<file path="src/rtl/clkgen_pkg.sv">
// Shared types and default sizing for the multi-phase clock generator.
package clkgen_pkg;

  localparam int DEF_NUM_CH = 4;
  localparam int DEF_DIV_W  = 8;

  // Per-channel run state. The encoding is visible on the debug state output.
  typedef enum logic [1:0] {
    CH_IDLE = 2'd0,
    CH_ARM  = 2'd1,
    CH_RUN  = 2'd2,
    CH_STOP = 2'd3
  } ch_state_e;

  // Width of a channel index. It never drops below one bit, so a
  // single-channel build still has a legal cfg_ch port.
  function automatic int ch_idx_w(input int n);
    return (n > 1) ? $clog2(n) : 1;
  endfunction

endpackage

</file>
<file path="src/rtl/clkgen_channel.sv">
// One clock channel. It holds a shadow and an active (half-period, phase)
// pair, a cycle counter and the IDLE/ARM/RUN/STOP sequencer. New settings
// reach the active pair only while idle or on a rising clk_out boundary, so a
// period already in progress is never cut short.
module clkgen_channel
  import clkgen_pkg::*;
#(
  parameter int DIV_W = DEF_DIV_W
) (
  input  logic             clk,
  input  logic             rst_n,
  input  logic             en,
  input  logic             wr_en,
  input  logic [DIV_W-1:0] wr_half,
  input  logic [DIV_W-1:0] wr_phase,
  output logic             clk_out,
  output logic             running,
  output ch_state_e        state_o
);

  ch_state_e        state_q, state_d;
  logic [DIV_W-1:0] cnt_q, cnt_d;
  logic             out_q, out_d;
  logic [DIV_W-1:0] sh_half_q, sh_half_d;
  logic [DIV_W-1:0] sh_phase_q, sh_phase_d;
  logic [DIV_W-1:0] act_half_q, act_half_d;
  logic [DIV_W-1:0] act_phase_q, act_phase_d;

  logic [DIV_W-1:0] h_eff;
  logic             at_last;

  // A half-period of zero behaves as one; at_last marks the toggle cycle.
  always_comb begin
    h_eff   = (act_half_q == '0) ? DIV_W'(1) : act_half_q;
    at_last = (cnt_q == (h_eff - DIV_W'(1)));
  end

  // Next-state, counter, output and config-transfer logic.
  always_comb begin
    state_d     = state_q;
    cnt_d       = cnt_q;
    out_d       = out_q;
    sh_half_d   = sh_half_q;
    sh_phase_d  = sh_phase_q;
    act_half_d  = act_half_q;
    act_phase_d = act_phase_q;

    if (wr_en) begin
      sh_half_d  = wr_half;
      sh_phase_d = wr_phase;
    end

    case (state_q)
      CH_IDLE: begin
        out_d       = 1'b0;
        cnt_d       = '0;
        // Idle channels take a new setting at once, including one written
        // on the very edge that arms the channel.
        act_half_d  = sh_half_d;
        act_phase_d = sh_phase_d;
        if (en) state_d = CH_ARM;
      end
      CH_ARM: begin
        if (!en) begin
          state_d = CH_IDLE;
          cnt_d   = '0;
        end else if (cnt_q == act_phase_q) begin
          // First rising boundary: load the settings held before this edge.
          state_d     = CH_RUN;
          out_d       = 1'b1;
          cnt_d       = '0;
          act_half_d  = sh_half_q;
          act_phase_d = sh_phase_q;
        end else begin
          cnt_d = cnt_q + DIV_W'(1);
        end
      end
      CH_RUN: begin
        if (!en && !out_q) begin
          // Low phase: stopping here cannot shorten a high pulse.
          state_d = CH_IDLE;
          out_d   = 1'b0;
          cnt_d   = '0;
        end else begin
          if (at_last) begin
            out_d = ~out_q;
            cnt_d = '0;
            if (!out_q) begin
              // Rising boundary: a write landing on this same edge is still
              // only in the shadow and waits for the next boundary.
              act_half_d  = sh_half_q;
              act_phase_d = sh_phase_q;
            end
          end else begin
            cnt_d = cnt_q + DIV_W'(1);
          end
          if (!en) state_d = CH_STOP;
        end
      end
      CH_STOP: begin
        // Finish the high phase, then spend one low cycle here before idle.
        // en is deliberately ignored until the channel is back in IDLE.
        if (out_q) begin
          if (at_last) begin
            out_d = 1'b0;
            cnt_d = '0;
          end else begin
            cnt_d = cnt_q + DIV_W'(1);
          end
        end else begin
          state_d = CH_IDLE;
          cnt_d   = '0;
        end
      end
      default: begin
        state_d = CH_IDLE;
        out_d   = 1'b0;
        cnt_d   = '0;
      end
    endcase
  end

  // State registers; reset returns to idle with H=1, P=0 in both copies.
  always_ff @(posedge clk or negedge rst_n) begin
    if (!rst_n) begin
      state_q     <= CH_IDLE;
      cnt_q       <= '0;
      out_q       <= 1'b0;
      sh_half_q   <= DIV_W'(1);
      sh_phase_q  <= '0;
      act_half_q  <= DIV_W'(1);
      act_phase_q <= '0;
    end else begin
      state_q     <= state_d;
      cnt_q       <= cnt_d;
      out_q       <= out_d;
      sh_half_q   <= sh_half_d;
      sh_phase_q  <= sh_phase_d;
      act_half_q  <= act_half_d;
      act_phase_q <= act_phase_d;
    end
  end

  assign clk_out = out_q;
  assign running = (state_q == CH_RUN) || (state_q == CH_STOP);
  assign state_o = state_q;

endmodule

</file>
<file path="src/rtl/multi_phase_clk_gen.sv">
// Multi-phase clock generator: NUM_CH independent divided clocks, each with
// its own half-period and start delay, programmed via one config port.
module multi_phase_clk_gen
  import clkgen_pkg::*;
#(
  parameter  int NUM_CH = DEF_NUM_CH,
  parameter  int DIV_W  = DEF_DIV_W,
  localparam int CH_W   = ch_idx_w(NUM_CH)
) (
  input  logic                clk,
  input  logic                rst_n,
  input  logic [NUM_CH-1:0]   ch_en,
  input  logic                cfg_valid,
  output logic                cfg_ready,
  input  logic [CH_W-1:0]     cfg_ch,
  input  logic [DIV_W-1:0]    cfg_half,
  input  logic [DIV_W-1:0]    cfg_phase,
  output logic [NUM_CH-1:0]   clk_out,
  output logic [NUM_CH-1:0]   running,
  output logic [2*NUM_CH-1:0] dbg_state
);

  // Config handshake: a write is taken on a rising clk edge where
  // cfg_valid && cfg_ready. cfg_ready is high whenever reset is released, so
  // a write never stalls; a write naming a channel that does not exist is
  // dropped silently.
  assign cfg_ready = rst_n;

  for (genvar i = 0; i < NUM_CH; i++) begin : g_ch
    logic wr_en;
    assign wr_en = cfg_valid && cfg_ready && (int'(cfg_ch) == i);

    clkgen_channel #(
      .DIV_W (DIV_W)
    ) u_channel (
      .clk      (clk),
      .rst_n    (rst_n),
      .en       (ch_en[i]),
      .wr_en    (wr_en),
      .wr_half  (cfg_half),
      .wr_phase (cfg_phase),
      .clk_out  (clk_out[i]),
      .running  (running[i]),
      .state_o  (dbg_state[2*i +: 2])
    );
  end

endmodule

</file>
<file path="config.mk">
export PLATFORM = sky130hd
export DESIGN_NAME = multi_phase_clk_gen
export DESIGN_NICKNAME = d
export VERILOG_FILES = /design/src/rtl/clkgen_pkg.sv /design/src/rtl/clkgen_channel.sv /design/src/rtl/multi_phase_clk_gen.sv
export SDC_FILE = /design/constraint.sdc
export NUM_CORES = 1
export LEC_CHECK = 0
export CORE_MARGIN = 3
export CORE_UTILIZATION = 55
export CTS_BUF_LIST = sky130_fd_sc_hd__clkbuf_8
export DETAILED_ROUTE_END_ITERATION = 10
export PLACE_DENSITY = 0.76
export SETUP_SLACK_MARGIN = 0.05
export SLEW_MARGIN = 20
export SYNTH_ARGS = -nofsm -noshare
export SYNTH_HDL_FRONTEND = slang
export SYNTH_SLANG_ARGS = --single-unit
</file>
<file path="constraint.sdc">
create_clock -name clk -period 2.9 [get_ports clk]
set_input_delay 0.29 -clock clk [delete_from_list [all_inputs] [get_ports clk]]
set_output_delay 0.29 -clock clk [all_outputs]
set_load 0.02 [all_outputs]
</file>
==> impl_metrics.env, run 1 <==
export IMPL_areaGrowthSynthToFinish_pct=14.7
export IMPL_crit_slowest_cell="or4_4"
export IMPL_numCtsBuffers=17
export IMPL_cts_tree="done"
export IMPL_drv_slew=0
export IMPL_vias=6710
export IMPL_seq_area_frac_synth_pct=44.3
export IMPL_reg2reg_slack_ns=-0.03
export IMPL_initialDrtViolationCount=501
export IMPL_arrival_ns=3.28
export IMPL_drt_first_pass_iters=5
export IMPL_drc=0
export IMPL_synthFlopType="dfrtp_1"
export IMPL_pre_cts_ws_ns=-0.287
export IMPL_placed_area_um2=10500
export IMPL_ir_drop_mv=0.749
export IMPL_utilization_pct=65.9
export IMPL_tns_ns=-0.114
export IMPL_skew_ns=0.00946
export IMPL_layout_common_cells="164 x dfrtp_1, 150 x mux2_2, 47 x xnor2_1, 41 x buf_4, 40 x clkdlybuf4s50_1"
export IMPL_max_stage_delay_ns=0.55
export IMPL_core_um2=16900
export IMPL_syn_num_nets=893
export IMPL_cts_sinks=172
export IMPL_yosys_warnings=0
export IMPL_place_congestion=0.913
export IMPL_netlist_area_leader_share_pct=42.2
export IMPL_holdWs_ns=0.222
export IMPL_post_route_min_period_ns=2.93
export IMPL_grt_usage_pct=22.2
export IMPL_drt_wl_total_um=21200
export IMPL_ys_ff_latch=172
export IMPL_synth_area_leaders="dfrtp_1 42%, mux2_2 18%, xnor2_1 4.2%"
export IMPL_start_util_pct=57.4
export IMPL_nets=955
export IMPL_worstSetupPathType="register to register"
export IMPL_ys_types=72
export IMPL_port_buffers=41
export IMPL_dp_hpwl_um=14700
export IMPL_p_leak_nw=4.77
export IMPL_diodes=0
export IMPL_via_per_inst=5.91
export IMPL_die_y_um=139
export IMPL_hold_class="input port to async pin"
export IMPL_die_w_um=139
export IMPL_dieArea_um2=19300
export IMPL_maxClockFrequency_ghz=0.341
export IMPL_violations="setup timing"
export IMPL_post_drt_wl_per_cell_um=18.7
export IMPL_synth_edff_count=0
export IMPL_insertion_delay_ns=0.46
export IMPL_rows=47
export IMPL_boundaryPins=42
export IMPL_rsz0062_at_grt="yes"
export IMPL_power_density_nw_per_um2=1110
export IMPL_htreeDepth=4
export IMPL_cts_buffer_depth=2
export IMPL_crit_path_start_kind="register"
export IMPL_crit_chain="or4_4, nor3_2, nor2_1, ha_2, o22ai_2, a2111oi_2, nand4b_1, nor2_2, a2bb2oi_2, buf_12, mux2_4"
export IMPL_critPathMaxFanout=16
export IMPL_ant_nets=0
export IMPL_post_route_period_util_pct=101
export IMPL_drive_above_1_share_pct=33.1
export IMPL_synth_cells=840
export IMPL_ctsRootBufferMaster="clkbuf_8"
export IMPL_yosys_area_top_type="dfrtp_1"
export IMPL_hold_violations=0
export IMPL_maxCapViolCount=0
export IMPL_max_slew_margin_pct=41.7
export IMPL_tightest_slew_ns=0.874
export IMPL_avgSynthCellArea_um2=11.6
export IMPL_syn_cell_area_um2=9730
export IMPL_grt_overflow=0
export IMPL_setup_viol=4
export IMPL_endpoint_kind="register"
export IMPL_setup_slack_ns=-0.0326
export IMPL_crit_required_ns=3.25
export IMPL_grt_pass1_vias=6946
export IMPL_post_route_cell_area_um2=11200
export IMPL_grt_pass1_wl_um=35300
export IMPL_final_fill_count=1219
export IMPL_final_common_cell="dfrtp_1"
export IMPL_path_clk_slew_ns=0.09
export IMPL_antenna_found_initial=0
export IMPL_async_flop_share_pct=100
export IMPL_status="finished with violations"
export IMPL_grt_max_degree=162
## cell families (layout without fill, tap and decap cells)
| group | after synthesis | count (layout) | share of synthesized area (%) |
|---|---|---|---|
| AND/OR/NAND/NOR | 189 | 189 | 10.3 |
| buffers and inverters | 71 | 146 | 3.58 |
| adder cells (fa/ha/maj) | 28 | 28 | 3.60 |
| multiplexers | 196 | 196 | 23.2 |
| AO/OA/AOI/OAI | 102 | 102 | 7.65 |
| XOR/XNOR | 82 | 82 | 7.38 |
| flip-flops | 172 | 172 | 44.3 |
## report_power, final
group          switching (W)  total, W  internal (W)
registers           0.000727   0.00396       0.00323
logic                0.00302   0.00662       0.00360
clock network       0.000931   0.00180      0.000865
## Yosys cell counts (4+ instances only)
cell type  number
a211oi_1        5
a21o_1          5
a21oi_1        19
a31oi_1         5
and3_1         11
buf_4           9
clkbuf_1       27
dfrtp_1       164
dfstp_2         8
ha_1           28
inv_1          25
mux2_1          9
mux2_2        155
mux2_4         17
mux2i_1        15
nand2_1        33
nand2b_1        9
nand3_1        20
nand4_1         7
nor2_1         36
nor3_1         25
nor3b_1         4
nor4_1         10
o211ai_1        4
o21a_1          5
o21ai_0        24
or2_2           9
or4_1           4
xnor2_1        47
xor2_1         35
## worst paths after layout
path / cells past startpoint / startpoint / to
min reg2reg: 1 / g_ch[2].u_channel.act_phase_q[0]$_DFFE_PN0P_ / g_ch[2].u_channel.act_phase_q[0]$_DFFE_PN0P_
min in group clk: 1 / g_ch[2].u_channel.act_phase_q[0]$_DFFE_PN0P_ / g_ch[2].u_channel.act_phase_q[0]$_DFFE_PN0P_
max reg2reg: 11 / g_ch[3].u_channel.act_half_q[3]$_DFFE_PN0P_ / g_ch[3].u_channel.act_half_q[6]$_DFFE_PN0P_
max: 11 / g_ch[3].u_channel.act_half_q[3]$_DFFE_PN0P_ / g_ch[3].u_channel.act_half_q[6]$_DFFE_PN0P_
min: 2 / rst_n / g_ch[0].u_channel.cnt_q[2]$_DFF_PN0_
max in group asynchronous: 3 / rst_n / g_ch[0].u_channel.sh_half_q[1]$_DFF_PN0_
## stage by stage
step | cells | power [W]
floorplan | 840 | 0.00859
global placement | 1095 | 0.00984
detailed placement | 1095 | 0.0102
CTS | 1134 | 0.0124
global route | 1135 | 0.0132
finish | 1135 | 0.0124
## final cells by class
class / count / area (um^2) / share of cell area [%]
multi-input cells: 597 / 5220 / 46.8
flip-flops and latches: 172 / 4310 / 38.7
repair buffers: 89 / 836 / 7.49
well taps: 220 / 275 / 2.47
clock buffers: 17 / 234 / 2.10
clock inverters: 15 / 185 / 1.66
inverters: 25 / 93.8 / 0.841
## sequential cells by signal, summed over array words and instances, names as in the netlist
| signal | cells |
|---|---|
| g_ch.u_channel.act_half_q | 32 |
| g_ch.u_channel.clk_out | 4 |
| g_ch.u_channel.state_o | 8 |
| g_ch.u_channel.cnt_q | 32 |
| g_ch.u_channel.sh_half_q | 32 |
| g_ch.u_channel.sh_phase_q | 32 |
| g_ch.u_channel.act_phase_q | 32 |
## timing repair
item / in CTS / in global routing
endpoints found under the hold margin: 11 / 0
hold buffers: 1 / 0
setup endpoints to repair: 55 / 78
pin swaps: 8 / 8
setup buffers: 5 / 3
resized for setup: 16 / 13
cloned: 1 / 0
## worst max-delay path, delay by kind of cell (launching register included)
kind | cells | cell delay [ns]
buffers and inverters | 1 | 0.17
and+or+nand+nor | 5 | 1.10
muxes | 1 | 0.30
AOI/OAI and AO/OA | 3 | 0.50
DFF | 1 | 0.40
adders and majority gates | 1 | 0.34
## layer usage
| layer | up-vias | GRT usage [%] | part of all wire, % |
|---|---|---|---|
| met1 | 3370 | 29.1 | 44 |
| met3 | 53 | 3.62 | 3.3 |
| met5 | - | 0 | 0 |
| met2 | 163 | 37.7 | 51 |
| met4 | 0 | 7.83 | 2.6 |
| li1 | 3124 | - | - |
(Power assumes the default switching activity.)
==> run 2, diff against run 1 <==
- SLEW_MARGIN: 20 -> 0
==> results of run 2 <==
Same layout as run 1: the final DEF is identical, and so are final timing and power.
